--- src/rtl/cpu_ctrl_fsm.sv ---
// Multi-cycle CPU control unit: fetch over the bus, latch IR, then sequence the datapath
// selects/strobes through decode, execute, memory and writeback with bus timeout tracking.
//   state      | meaning
//   IDLE       | parked, waiting for RUN
//   FETCH_REQ  | bus read request at PC
//   FETCH_WAIT | waiting for instruction word
//   DECODE     | PC+4, dispatch on opcode
//   EXEC       | JMP: load PC from ALU
//   MEM_REQ    | LW/SW bus request at ALU address
//   MEM_WAIT   | waiting for LW data / SW completion
//   WB         | regfile write
//   HALTED     | HALT retired, waiting for RUN low
//   ERROR      | illegal opcode or bus timeout, sticky
module cpu_ctrl_fsm #(
    parameter int unsigned TIMEOUT = 64,
    parameter int unsigned CNT_W   = 32
) (
    input  logic             clk,
    input  logic             rst_n,
    input  logic             RUN,
    input  logic [31:0]      rdata,
    input  logic             rdata_valid,
    input  logic             write_done,
    output logic             start_transaction,
    output logic             mode_BUS,
    output logic [1:0]       addr_CS,
    output logic [2:0]       data_CS,
    output logic [1:0]       PC_CS,
    output logic             PC_mode,
    output logic             PC_EN,
    output logic [1:0]       ALU_CS,
    output logic             ALU_mode,
    output logic [2:0]       reg_CS,
    output logic             reg_wen,
    output logic [4:0]       reg_raddr1,
    output logic [4:0]       reg_raddr2,
    output logic [4:0]       reg_waddr,
    output logic [31:0]      IM,
    output logic             halted,
    output logic             error,
    output logic [1:0]       err_code,
    output logic [CNT_W-1:0] instr_count
);
    localparam int unsigned TO_W = (TIMEOUT > 2) ? $clog2(TIMEOUT) : 1;
    localparam logic [TO_W-1:0] TO_LAST = TO_W'((TIMEOUT > 0) ? TIMEOUT - 1 : 0);

    localparam logic [3:0] OP_NOP  = 4'h0;
    localparam logic [3:0] OP_ADD  = 4'h1;
    localparam logic [3:0] OP_SUB  = 4'h2;
    localparam logic [3:0] OP_ADDI = 4'h3;
    localparam logic [3:0] OP_LW   = 4'h4;
    localparam logic [3:0] OP_SW   = 4'h5;
    localparam logic [3:0] OP_JMP  = 4'h6;
    localparam logic [3:0] OP_LI   = 4'h7;
    localparam logic [3:0] OP_HALT = 4'hF;

    typedef enum logic [3:0] {
        IDLE, FETCH_REQ, FETCH_WAIT, DECODE, EXEC,
        MEM_REQ, MEM_WAIT, WB, HALTED, ERROR
    } state_t;

    state_t           state_q, state_d;
    logic [31:0]      ir_q, ir_d;
    logic [TO_W-1:0]  to_q, to_d;
    logic [1:0]       err_q, err_d;
    logic [CNT_W-1:0] icnt_q, icnt_d;
    logic [3:0]       op;
    logic             to_expired;
    logic             mem_resp;
    logic             boundary;
    logic             retire;

    assign op         = ir_q[31:28];
    assign to_expired = (TIMEOUT != 0) && (to_q == TO_LAST);
    assign mem_resp   = (op == OP_SW) ? write_done : rdata_valid;

    always_ff @(posedge clk) begin
        if (!rst_n) begin
            state_q <= IDLE;
            ir_q    <= '0;
            to_q    <= '0;
            err_q   <= '0;
            icnt_q  <= '0;
        end else begin
            state_q <= state_d;
            ir_q    <= ir_d;
            to_q    <= to_d;
            err_q   <= err_d;
            icnt_q  <= icnt_d;
        end
    end

    always_comb begin
        state_d  = state_q;
        ir_d     = ir_q;
        to_d     = to_q;
        err_d    = err_q;
        icnt_d   = icnt_q;
        boundary = 1'b0;
        retire   = 1'b0;
        unique case (state_q)
            IDLE:       if (RUN) state_d = FETCH_REQ;
            FETCH_REQ: begin
                state_d = FETCH_WAIT;
                to_d    = '0;
            end
            FETCH_WAIT: begin
                if (rdata_valid) begin
                    ir_d    = rdata;
                    state_d = DECODE;
                end else if (to_expired) begin
                    state_d = ERROR;
                    err_d   = 2'd2;
                end else begin
                    to_d = to_q + TO_W'(1);
                end
            end
            DECODE: begin
                case (op)
                    OP_NOP: begin
                        retire   = 1'b1;
                        boundary = 1'b1;
                    end
                    OP_ADD, OP_SUB, OP_ADDI, OP_LI: state_d = WB;
                    OP_LW, OP_SW:                   state_d = MEM_REQ;
                    OP_JMP:                         state_d = EXEC;
                    OP_HALT: begin
                        retire  = 1'b1;
                        state_d = HALTED;
                    end
                    default: begin
                        state_d = ERROR;
                        err_d   = 2'd1;
                    end
                endcase
            end
            EXEC, WB: begin
                retire   = 1'b1;
                boundary = 1'b1;
            end
            MEM_REQ: begin
                state_d = MEM_WAIT;
                to_d    = '0;
            end
            MEM_WAIT: begin
                // A response in the final timeout cycle still completes the access.
                if (mem_resp) begin
                    if (op == OP_SW) begin
                        retire   = 1'b1;
                        boundary = 1'b1;
                    end else begin
                        state_d = WB;
                    end
                end else if (to_expired) begin
                    state_d = ERROR;
                    err_d   = 2'd2;
                end else begin
                    to_d = to_q + TO_W'(1);
                end
            end
            HALTED:     if (!RUN) state_d = IDLE;
            ERROR:      state_d = ERROR;
            default:    state_d = IDLE;
        endcase
        if (boundary) state_d = RUN ? FETCH_REQ : IDLE;
        if (retire)   icnt_d  = icnt_q + CNT_W'(1);
    end

    always_comb begin
        start_transaction = 1'b0;
        mode_BUS          = 1'b0;
        addr_CS           = 2'd0;
        data_CS           = 3'd0;
        PC_CS             = 2'd0;
        PC_mode           = 1'b0;
        PC_EN             = 1'b0;
        ALU_CS            = 2'd0;
        ALU_mode          = 1'b0;
        reg_CS            = 3'd0;
        reg_wen           = 1'b0;
        if (state_q inside {DECODE, EXEC, MEM_REQ, MEM_WAIT, WB}) begin
            if (op inside {OP_ADD, OP_SUB, OP_ADDI, OP_LW, OP_SW, OP_JMP}) ALU_CS = 2'd2;
            ALU_mode = (op == OP_SUB);
        end
        case (state_q)
            FETCH_REQ: begin
                start_transaction = 1'b1;
                addr_CS           = 2'd3;
            end
            FETCH_WAIT: addr_CS = 2'd3;
            DECODE:     PC_EN = 1'b1;
            EXEC: begin
                PC_EN   = 1'b1;
                PC_mode = 1'b1;
                PC_CS   = 2'd0;
            end
            MEM_REQ, MEM_WAIT: begin
                start_transaction = (state_q == MEM_REQ);
                addr_CS           = 2'd0;
                mode_BUS          = (op == OP_SW);
                data_CS           = 3'd2;
            end
            WB: begin
                reg_wen = 1'b1;
                if (op == OP_LI)      reg_CS = 3'd4;
                else if (op == OP_LW) reg_CS = 3'd5;
                else                  reg_CS = 3'd0;
            end
            default: ;
        endcase
    end

    assign reg_raddr1  = ir_q[22:18];
    assign reg_raddr2  = ir_q[17:13];
    assign reg_waddr   = ir_q[27:23];
    assign IM          = {{19{ir_q[12]}}, ir_q[12:0]};
    assign halted      = (state_q == HALTED);
    assign error       = (state_q == ERROR);
    assign err_code    = err_q;
    assign instr_count = icnt_q;

endmodule

--- config.mk ---
export PLATFORM = sky130hd
export DESIGN_NAME = cpu_ctrl_fsm
export DESIGN_NICKNAME = d
export VERILOG_FILES = /design/src/rtl/cpu_ctrl_fsm.sv
export SDC_FILE = /design/constraint.sdc
export NUM_CORES = 1
export LEC_CHECK = 0
export ABC_CLOCK_PERIOD_IN_PS = 4500
export BUFFER_PORTS_ARGS = -buffer_cell sky130_fd_sc_hd__clkbuf_2
export CAP_MARGIN = 20
export CORE_MARGIN = 3
export CORE_UTILIZATION = 50
export DETAILED_ROUTE_END_ITERATION = 16
export PLACE_DENSITY = 0.91
export SKIP_LAST_GASP = 1
export SLEW_MARGIN = 10
export SYNTH_ARGS = -nofsm -noshare
export SYNTH_HDL_FRONTEND = slang
export SYNTH_SLANG_ARGS = --single-unit
export TNS_END_PERCENT = 5
--- constraint.sdc ---
create_clock -name clk -period 4.5 [get_ports clk]
set_input_delay 0.45 -clock clk [delete_from_list [all_inputs] [get_ports clk]]
set_output_delay 0.45 -clock clk [all_outputs]
set_load 0.03 [all_outputs]
==> results of run 1 <==
layer usage:
metal  wire (um)  global-route usage [%]
met1        4030                    25.9
met3         956                    6.03
met2        4910                    34.5
met5           0                       0
met4         199                    8.10
logic make-up (layout without fill, tap and decap cells):
group                    count (synthesis)  count (layout)  share of synthesized area, %
AO/OA/AOI/OAI                          116             116                          16.9
XOR/XNOR                                 9               9                          1.90
adder cells (fa/ha/maj)                  2               2                         0.603
buffers and inverters                   97             161                          15.1
flip-flops                              76              76                          36.7
multiplexers                             1               1                         0.241
other                                    1               6                        0.0904
AND/OR/NAND/NOR                        224             224                          28.5
synth_stat cells (3+ instances only):
cell type and number:
and3_1 7, o21ai_0 10, or4_1 15, nor2_1 20, o31ai_1 15, nand2b_1 5
buf_2 4, buf_6 5, inv_1 9, and2_1 5, nor3_1 12, o21a_1 3
nand3_1 26, or3_1 10, buf_4 59, nor4_1 4, nand4_1 12, nand2_1 89
nor2b_1 3, and4_1 4, a21oi_1 69, dfxtp_1 76, xor2_1 7, clkbuf_1 18
power by group:
group,internal [mW],switching (mW),total (mW)
logic,0.160,0.351,0.510
registers,0.712,0.0648,0.777
clock network,0.398,0.249,0.648
worst max-delay path: stages (launching register included):
cell and delay, ps:
dfxtp_1 590, and4bb_1 500, a221o_4 340, nand4_4 350
or4_1 620, a21oi_1 160
placed cells by master (no fill, tap or decap), types with 3 or more instances in the layout:
master     instances
o31ai_1           15
nand2b_1           5
nor2_1            20
dfxtp_1           76
nand4_1           12
nor2b_1            3
o21ai_0           10
a21oi_1           69
clkbuf_2         131
bufinv_16          3
xor2_1             7
nand3_1           26
conb_1             6
and2_1             5
or3_1             10
clkbuf_8          11
nand2_1           89
and3_1             7
or4_1             15
nor3_1            12
inv_1              9
nor4_1             4
o21a_1             3
and4_1             4
per-stage QoR:
step	cells	hold WS, ps
after detailed placement	679	450
after CTS	695	302
after global placement	679	441
after global routing	697	305
final	697	320
after floorplan	531	437
state kept, by name (all words and copies together), names as in the netlist:
register	cells
err_code	2
instr_count	32
ir_q	32
state_q	4
to_q	6
final cells by class:
cell class                      count  area (um2)
Clock buffer                       12         155
Clock inverter                      4        95.1
Fill cell                         714        3220
Inverter                           11        41.3
Multi-Input combinational cell    358        2020
Sequential cell                    76        1520
Tap cell                          102         128
Timing Repair Buffer              134         706
worst paths after layout:
| path | from | to | slack [ps] |
|---|---|---|---|
| worst max-delay path | ir_q[28] | instr_count[27] | 1870 |
| worst min-delay path | rdata[15] | ir_q[15] | 320 |
| worst max register to register | ir_q[28] | instr_count[27] | 1870 |
| worst min register to register | ir_q[15] | ir_q[15] | 460 |
==> qor.json, run 1 <==
{
  "result_of_the_run": {"value": "finished, final reports clean"},
  "synth_ff_type": {"value": "dfxtp_1"},
  "initial_utilization": {"value": 52.6, "unit": "%"},
  "routed_wire_length_per_instance": {"value": 14.5, "unit": "um"},
  "placementRows": {"value": 32},
  "ant_nets": {"value": 0},
  "drt_wl_total": {"value": 10100, "unit": "um"},
  "synthesis.yosys.warnings": {"value": 0},
  "clk_path_buf_depth": {"value": 2},
  "crit_fanout": {"value": 31},
  "worst_hold_path.num_cells": {"value": 3},
  "detailedRoute.firstIterationViolations": {"value": 247},
  "gp_congestion": {"value": 0.987},
  "die-height": {"value": 97.1, "unit": "um"},
  "maxCapViolations": {"value": 0},
  "first_global_vias": {"value": 3652},
  "detail_route.drc_violations": {"value": 0},
  "grt_setup_unrepaired": {"value": "false"},
  "layout-drive-gt1-share": {"value": 26.6, "unit": "%"},
  "postLayoutSetupSlackWorst": {"value": 1870, "unit": "ps"},
  "drt-vias-per-instance": {"value": 5.71},
  "netlist_area": {"value": 4150, "unit": "um2"},
  "cts_tree": {"value": "built"},
  "worst-endpoint-arrival": {"value": 2900, "unit": "ps"},
  "layout_min_cycle_time": {"value": 2630, "unit": "ps"},
  "cts_max_level": {"value": 3},
  "synth_to_final_area_change": {"value": 12.4, "unit": "%"},
  "r2r_cells": {"value": 5},
  "total_power": {"value": 1.93, "unit": "mW"},
  "post_synth_main_area_contributors": {"value": "dfxtp_1, buf_4, a21oi_1"},
  "crit_path_class": {"value": "flop to flop"},
  "p_leak": {"value": 1.86, "unit": "nW"},
  "maximum_number_of_pins_on_one_net_before_global_route_repair": {"value": 65},
  "avgSynthCellArea": {"value": 7.89, "unit": "um2"},
  "type_of_element_launching_the_critical_path": {"value": "flop"},
  "firstDrtPassIters": {"value": 5},
  "die_area": {"value": 9430, "unit": "um2"},
  "timing_hold_violations_final": {"value": 0},
  "setup_viol_count_final": {"value": 0},
  "hpwl_after_detailed_placement": {"value": 7260, "unit": "um"},
  "synthesis.instances": {"value": 526},
  "fp.dieW": {"value": 97.1, "unit": "um"},
  "design.portCount": {"value": 138},
  "finish.net_count": {"value": 629},
  "layout.cell_area.non_filler": {"value": 4670, "unit": "um2"},
  "clock-sinks": {"value": 76},
  "hold_class": {"value": "input pin to flop"},
  "setup_total_negative_slack": {"value": 0, "unit": "ps"},
  "port-buffer-count": {"value": 131},
  "power_density_cells": {"value": 415, "unit": "nW/um2"},
  "clock-skew-final": {"value": 10.6, "unit": "ps"},
  "critical_path_required": {"value": 4770, "unit": "ps"},
  "synth_cell_types": {"value": 56},
  "min_period_over_period": {"value": 58.4, "unit": "%"},
  "synth_async_sr_flop_share": {"value": 0, "unit": "%"},
  "clock_insertion_delay_worst_skew": {"value": 340, "unit": "ps"},
  "max-slew-margin-rel": {"value": 42.0, "unit": "%"},
  "insertedDiodeCount": {"value": 0},
  "grt_first_pass_wirelength": {"value": 16800, "unit": "um"},
  "worst_pin_slew": {"value": 848, "unit": "ps"},
  "ys_seq_elements": {"value": 76},
  "root_buffer_master": {"value": "clkbuf_8"},
  "post_cts_buffers": {"value": 0},
  "synth_seq_area_share": {"value": 36.7, "unit": "%"},
  "floorplan_core_area": {"value": 7890, "unit": "um2"},
  "synth-edff-count": {"value": 0},
  "worst_setup_path_end_kind": {"value": "flop"},
  "via_count": {"value": 3977},
  "clkSlewWorstSetupHoldPaths": {"value": 80, "unit": "ps"},
  "groute.usage.overall": {"value": 21.0, "unit": "%"},
  "synth_top_area_cell": {"value": "dfxtp_1"},
  "placed_cell_areas": {"value": 4370, "unit": "um2"},
  "postCtsHoldBufs": {"value": 0},
  "worst_ir_drop_vdd": {"value": 0.228, "unit": "mV"},
  "maxClockFrequency": {"value": 0.380, "unit": "GHz"},
  "antenna_violations_before_repair": {"value": 0},
  "synth_top_area_share": {"value": 36.7, "unit": "%"},
  "cts_made_buffers": {"value": 9},
  "grt_overflow_total": {"value": 0},
  "final_core_utilization": {"value": 59.2, "unit": "%"},
  "dpl_worst_slack": {"value": 1950, "unit": "ps"},
  "final_max_slew_viol_count": {"value": 0},
  "cts_resized": {"value": 0}
}
(Power assumes the default switching activity.)
==> inputs of run 2 (changes only) <==
--- a/config.mk
+++ b/config.mk
@@ -5,13 +5,13 @@
 export SDC_FILE = /design/constraint.sdc
 export NUM_CORES = 1
 export LEC_CHECK = 0
-export ABC_CLOCK_PERIOD_IN_PS = 4500
+export ABC_CLOCK_PERIOD_IN_PS = 2400
 export BUFFER_PORTS_ARGS = -buffer_cell sky130_fd_sc_hd__clkbuf_2
 export CAP_MARGIN = 20
 export CORE_MARGIN = 3
-export CORE_UTILIZATION = 50
+export CORE_UTILIZATION = 46
 export DETAILED_ROUTE_END_ITERATION = 16
-export PLACE_DENSITY = 0.91
+export PLACE_DENSITY = 0.89
 export SKIP_LAST_GASP = 1
 export SLEW_MARGIN = 10
 export SYNTH_ARGS = -nofsm -noshare
==> constraint.sdc (replaced) <==
create_clock -name clk -period 2.4 [get_ports clk]
set_input_delay 0.24 -clock clk [delete_from_list [all_inputs] [get_ports clk]]
set_output_delay 0.24 -clock clk [all_outputs]
set_load 0.03 [all_outputs]
==> run 2 against run 1 <==
Combinational power grew 94%. Clock power rose by 65%. Clock skew down 0.91 ps. Global-route usage down 1.8 points. Highest routed layer unchanged.
==> qor.json, run 2 (same netlist as run 1, synthesis figures left out) <==
{
  "crit_path_class": {"value": "flop to output port"},
  "maximum_number_of_pins_on_one_net_before_global_route_repair": {"value": 39},
  "via_count": {"value": 3949},
  "placed_cells": {"value": 694},
  "detailedRoute.firstIterationViolations": {"value": 201},
  "p_leak": {"value": 1.87, "unit": "nW"},
  "clk_path_buf_depth": {"value": 2},
  "placementRows": {"value": 34},
  "initial_utilization": {"value": 47.4, "unit": "%"},
  "timing_hold_violations_final": {"value": 0},
  "finish.net_count": {"value": 636},
  "power_density_cells": {"value": 750, "unit": "nW/um2"},
  "floorplan_core_area": {"value": 8760, "unit": "um2"},
  "synth_to_final_area_change": {"value": 12.7, "unit": "%"},
  "dpl_worst_slack": {"value": 146, "unit": "ps"},
  "worst_setup_path_end_kind": {"value": "output port"},
  "cpPeakStageDelay": {"value": 650, "unit": "ps"},
  "layout_min_cycle_time": {"value": 2290, "unit": "ps"},
  "maxCapViolations": {"value": 0},
  "maxClockFrequency": {"value": 0.437, "unit": "GHz"},
  "max-slew-margin-rel": {"value": 50.0, "unit": "%"},
  "groute.usage.overall": {"value": 19.2, "unit": "%"},
  "cts_made_buffers": {"value": 9},
  "fillCellCount": {"value": 845},
  "placed_cell_areas": {"value": 4460, "unit": "um2"},
  "cts_max_level": {"value": 3},
  "cts_resized": {"value": 0},
  "postCtsHoldBufs": {"value": 0},
  "finalNonFillerCells": {"value": 709},
  "result_of_the_run": {"value": "finished, final reports clean"},
  "clock-sinks": {"value": 76},
  "min_period_over_period": {"value": 95.4, "unit": "%"},
  "drt_wl_total": {"value": 10300, "unit": "um"},
  "design.portCount": {"value": 138},
  "final_core_utilization": {"value": 53.4, "unit": "%"},
  "worst_pin_slew": {"value": 741, "unit": "ps"},
  "final_max_slew_viol_count": {"value": 0},
  "detail_route.drc_violations": {"value": 0},
  "clock-skew-final": {"value": 9.67, "unit": "ps"},
  "timing.critical_path.buf_inv": {"value": 1},
  "worst_path_max_delay_cell": {"value": "dfxtp_1"},
  "type_of_element_launching_the_critical_path": {"value": "flop"},
  "ant_nets": {"value": 0},
  "first_global_vias": {"value": 3417},
  "routed_wire_length_per_instance": {"value": 14.5, "unit": "um"},
  "drt-vias-per-instance": {"value": 5.57},
  "die_area": {"value": 10200, "unit": "um2"},
  "worst_ir_drop_vdd": {"value": 0.309, "unit": "mV"},
  "mostFrequentLayoutCell": {"value": "clkbuf_2"},
  "port-buffer-count": {"value": 131},
  "critical_path_required": {"value": 2160, "unit": "ps"},
  "hpwl_after_detailed_placement": {"value": 7550, "unit": "um"},
  "total_power": {"value": 3.51, "unit": "mW"},
  "setup_viol_count_final": {"value": 0},
  "grt_setup_unrepaired": {"value": "true"},
  "insertedDiodeCount": {"value": 0},
  "firstDrtPassIters": {"value": 5},
  "worst-endpoint-arrival": {"value": 2050, "unit": "ps"},
  "layout-drive-gt1-share": {"value": 27.8, "unit": "%"},
  "crit_path_cells": {"value": "nor2b_1 -> nand2_1 -> a21oi_1 -> and3b_1 -> clkbuf_2"},
  "clkSlewWorstSetupHoldPaths": {"value": 80, "unit": "ps"},
  "postLayoutSetupSlackWorst": {"value": 111, "unit": "ps"},
  "crit_fanout": {"value": 13},
  "cts_tree": {"value": "built"},
  "hold_class": {"value": "input pin to flop"},
  "clock_insertion_delay_worst_skew": {"value": 350, "unit": "ps"},
  "fp.dieW": {"value": 101, "unit": "um"},
  "die-height": {"value": 101, "unit": "um"},
  "antenna_violations_before_repair": {"value": 0},
  "gp_congestion": {"value": 0.941},
  "post_cts_buffers": {"value": 0},
  "grt_first_pass_wirelength": {"value": 16000, "unit": "um"},
  "cp_top_family": {"value": "simple AND/OR/NAND/NOR gates"},
  "layout.cell_area.non_filler": {"value": 4680, "unit": "um2"},
  "root_buffer_master": {"value": "clkbuf_8"},
  "mostFrequentLayoutCells": {"value": "clkbuf_2, nand2_1, dfxtp_1, a21oi_1, nand3_1"},
  "grt_overflow_total": {"value": 0}
}
## run 2: path summary, 6_finish.rpt
| path | from | endpoint | slack [ps] | cells after the start |
|---|---|---|---|---|
| setup / recovery | state_q[0] | ALU_CS[1] | 110 | 5 |
| hold / removal | rdata[19] | ir_q[19] | 100 | 3 |
| setup reg to reg | ir_q[30] | instr_count[21] | 140 | 5 |
| hold reg to reg | ir_q[15] | ir_q[15] | 460 | 2 |
## run 2: layout make-up
type | count | area [um2] | area share (%)
Timing Repair Buffer | 141 | 743 | 15.9
Inverter | 11 | 41.3 | 0.883
Sequential cell | 76 | 1520 | 32.6
Clock buffer | 9 | 124 | 2.65
Multi-Input combinational cell | 358 | 2020 | 43.2
Tap cell | 108 | 135 | 2.89
Clock inverter | 6 | 88.8 | 1.90
## run 2: routing by layer
metal  global-route usage, %  up-vias  wire length (um)
li1                        -     1948                 -
met1                    24.9     1835              4360
met2                    31.1      153              4970
met3                    4.29       13               819
met4                    7.36        0               125
met5                       0        -                 0
## run 2: through the flow
stage / hold slack [ps] / setup TNS (ps)
after global routing: 93.5 / -166
after CTS: 93.3 / 0
after floorplan: 376 / 0
after global placement: 441 / 0
final: 103 / 0
after detailed placement: 451 / 0
## run 2: power by group
part | switching, mW | total [mW] | internal (mW)
Sequential | 0.109 | 1.45 | 1.34
Combinational | 0.674 | 0.989 | 0.315
Clock | 0.490 | 1.07 | 0.582
Total | 1.27 | 3.51 | 2.23
## run 2: tightest hold or removal path, stage by stage
cell	delay [ps]
clkbuf_2	80
nand2_1	40
a21oi_1	50
==> inputs of run 3 (changes only) <==
--- a/config.mk
+++ b/config.mk
@@ -8,10 +8,12 @@
 export ABC_CLOCK_PERIOD_IN_PS = 2400
 export BUFFER_PORTS_ARGS = -buffer_cell sky130_fd_sc_hd__clkbuf_2
 export CAP_MARGIN = 20
+export CELL_PAD_IN_SITES_DETAIL_PLACEMENT = 1
+export CELL_PAD_IN_SITES_GLOBAL_PLACEMENT = 2
 export CORE_MARGIN = 3
-export CORE_UTILIZATION = 46
+export CORE_UTILIZATION = 25
 export DETAILED_ROUTE_END_ITERATION = 16
-export PLACE_DENSITY = 0.89
+export PLACE_DENSITY = 0.87
 export SKIP_LAST_GASP = 1
 export SLEW_MARGIN = 10
 export SYNTH_ARGS = -nofsm -noshare
==> run 3 against run 2 <==
Via count rose by 2.0%. Clock skew barely moved. Global-route usage fell by 5.0 points. Routed wire length rose by 26%. Final area rose by 6.4%. Clock-buffer cell count rose by 3. Largest power group is now the clock network. Highest routed layer unchanged.
==> qor.json, run 3 (same netlist as run 1, synthesis figures left out) <==
{
  "result_of_the_run": {"value": "finished, final reports clean"},
  "die-height": {"value": 135, "unit": "um"},
  "firstDrtPassIters": {"value": 4},
  "fp.dieW": {"value": 135, "unit": "um"},
  "min_to": {"value": "ir_q[15]"},
  "p_leak": {"value": 1.96, "unit": "nW"},
  "timing.critical_path.buf_inv": {"value": 2},
  "r2r_cells": {"value": 6},
  "total_power": {"value": 4.16, "unit": "mW"},
  "drt-vias-per-instance": {"value": 4.91},
  "power_density_cells": {"value": 836, "unit": "nW/um2"},
  "maxCapViolations": {"value": 0},
  "placed_cells": {"value": 805},
  "setup_viol_count_final": {"value": 0},
  "clock-sinks": {"value": 76},
  "finalNonFillerCells": {"value": 821},
  "drt_wl_total": {"value": 12900, "unit": "um"},
  "worst_pin_slew": {"value": 867, "unit": "ps"},
  "timing.rr.start": {"value": "ir_q[29]"},
  "max-slew-margin-rel": {"value": 41.4, "unit": "%"},
  "cpPeakStageDelay": {"value": 550, "unit": "ps"},
  "synth_to_final_area_change": {"value": 20.0, "unit": "%"},
  "clkSlewWorstSetupHoldPaths": {"value": 60, "unit": "ps"},
  "via_count": {"value": 4029},
  "detail_route.drc_violations": {"value": 0},
  "grt_setup_unrepaired": {"value": "true"},
  "multi_input_area": {"value": 2020, "unit": "um2"},
  "groute.usage.overall": {"value": 14.2, "unit": "%"},
  "ff2ff_setup_slack": {"value": 100, "unit": "ps"},
  "grt_overflow_total": {"value": 0},
  "setup_total_negative_slack": {"value": 0, "unit": "ps"},
  "mostFrequentLayoutCells": {"value": "clkbuf_2, nand2_1, dfxtp_1, a21oi_1, nand3_1"},
  "placed_cell_areas": {"value": 4610, "unit": "um2"},
  "crit-reg2reg-capture": {"value": "state_q[2]"},
  "antenna_violations_before_repair": {"value": 0},
  "crit_path_cells": {"value": "clkinv_2 -> nor3_1 -> nand3_1 -> nor3_1 -> clkbuf_2"},
  "layout.cell_area.non_filler": {"value": 4980, "unit": "um2"},
  "cts_tree": {"value": "built"},
  "grt_first_pass_wirelength": {"value": 20800, "unit": "um"},
  "final_core_utilization": {"value": 31.0, "unit": "%"},
  "worst_hold_path.num_cells": {"value": 3},
  "hpwl_after_detailed_placement": {"value": 9770, "unit": "um"},
  "clk_path_buf_depth": {"value": 2},
  "design.portCount": {"value": 138},
  "maximum_number_of_pins_on_one_net_before_global_route_repair": {"value": 33},
  "crit_path_class": {"value": "flop to output port"},
  "worst_setup_path_end_kind": {"value": "output port"},
  "hold_class": {"value": "input pin to flop"},
  "layout-drive-gt1-share": {"value": 28.1, "unit": "%"},
  "worst-endpoint-arrival": {"value": 2060, "unit": "ps"},
  "critical_path_required": {"value": 2160, "unit": "ps"},
  "critical_path.most_common_cell": {"value": "nor3_1"},
  "insertedDiodeCount": {"value": 0},
  "maxClockFrequency": {"value": 0.434, "unit": "GHz"},
  "min-delay-start": {"value": "rdata[15]"},
  "finish.net_count": {"value": 639},
  "floorplan_core_area": {"value": 16100, "unit": "um2"},
  "worst_path_max_delay_cell": {"value": "dfxtp_1"},
  "timing_hold_violations_final": {"value": 0},
  "layout_min_cycle_time": {"value": 2300, "unit": "ps"},
  "root_buffer_master": {"value": "clkbuf_16"},
  "cts_max_level": {"value": 3},
  "gp_congestion": {"value": 0.833},
  "cts_made_buffers": {"value": 9},
  "ant_nets": {"value": 0},
  "first_global_vias": {"value": 4114},
  "placementRows": {"value": 46},
  "port-buffer-count": {"value": 131},
  "worst_ir_drop_vdd": {"value": 0.338, "unit": "mV"},
  "clock_insertion_delay_worst_skew": {"value": 340, "unit": "ps"},
  "type_of_element_launching_the_critical_path": {"value": "flop"},
  "cp_top_family": {"value": "simple AND/OR/NAND/NOR gates"},
  "clock-skew-final": {"value": 9.94, "unit": "ps"},
  "routed_wire_length_per_instance": {"value": 15.7, "unit": "um"},
  "initial_utilization": {"value": 25.8, "unit": "%"},
  "layout.area.seq": {"value": 1520, "unit": "um2"},
  "mostFrequentLayoutCell": {"value": "clkbuf_2"},
  "die_area": {"value": 18200, "unit": "um2"},
  "min_period_over_period": {"value": 95.9, "unit": "%"},
  "crit_fanout": {"value": 10},
  "fillCellCount": {"value": 1993},
  "final_max_slew_viol_count": {"value": 0},
  "detailedRoute.firstIterationViolations": {"value": 257}
}
==> run 3: cell count changes in the layout (fill, tap and decap cells not counted), moves of 2 or more <==
cell        delta
buf_4          +4
clkbuf_8       -8
bufinv_16      +2
clkbuf_1       +2
clkinvlp_4     -2
clkbuf_16      +9
==> run 3: worst max-delay path by stage <==
stage / startpoint / end / slack, ps / cells after the start
floorplan: state_q[2] / PC_EN / 230 / 5
global placement: ir_q[28] / instr_count[27] / 240 / 5
detailed placement: ir_q[29] / state_q[2] / 70 / 6
CTS: state_q[1] / ALU_CS[1] / 40 / 5
global route: ir_q[28] / instr_count[23] / -50 / 5
finish: state_q[1] / reg_CS[0] / 100 / 5
==> run 3: area by class of cell <==
cell class	count	area share [%]
multi-input cells	358	40.7
flip-flops and latches	76	30.6
repair buffers	144	15.1
well taps	216	5.43
clock buffers	12	4.95
clock inverters	4	2.41
inverters	11	0.854
==> run 3: report_power, final <==
part           leakage (nW)  switching [mW]  total [mW]  internal [mW]
registers             0.613          0.0937        1.43           1.34
logic                  1.17           0.715        1.04          0.323
clock network         0.177           0.544        1.70           1.15
==> run 3: stage by stage <==
step           setup WS, ps  hold slack (ps)
3_3_place_gp            242              443
2_1_floorplan           234              376
3_5_place_dp           69.6              450
6_report               98.5              120
4_1_cts                42.9              104
5_1_grt               -50.5              109
==> run 3: what timing repair did <==
item | CTS | global route
endpoints found under the setup margin | 1 | 13
buffers inserted | 0 | 0
cloned | 0 | 0
hold buffers | 0 | 0
gates resized for setup | 1 | 2
==> run 3: per-layer routing <==
metal	GRT usage, %	wire, um
met1	18.1	5560
met4	4.98	197
met2	23.3	6320
met3	3.50	852
met5	0	0
==> run 3: tightest hold or removal path: stages <==
cell	delay, ps
clkbuf_2	80
nand2_1	50
a21oi_1	50
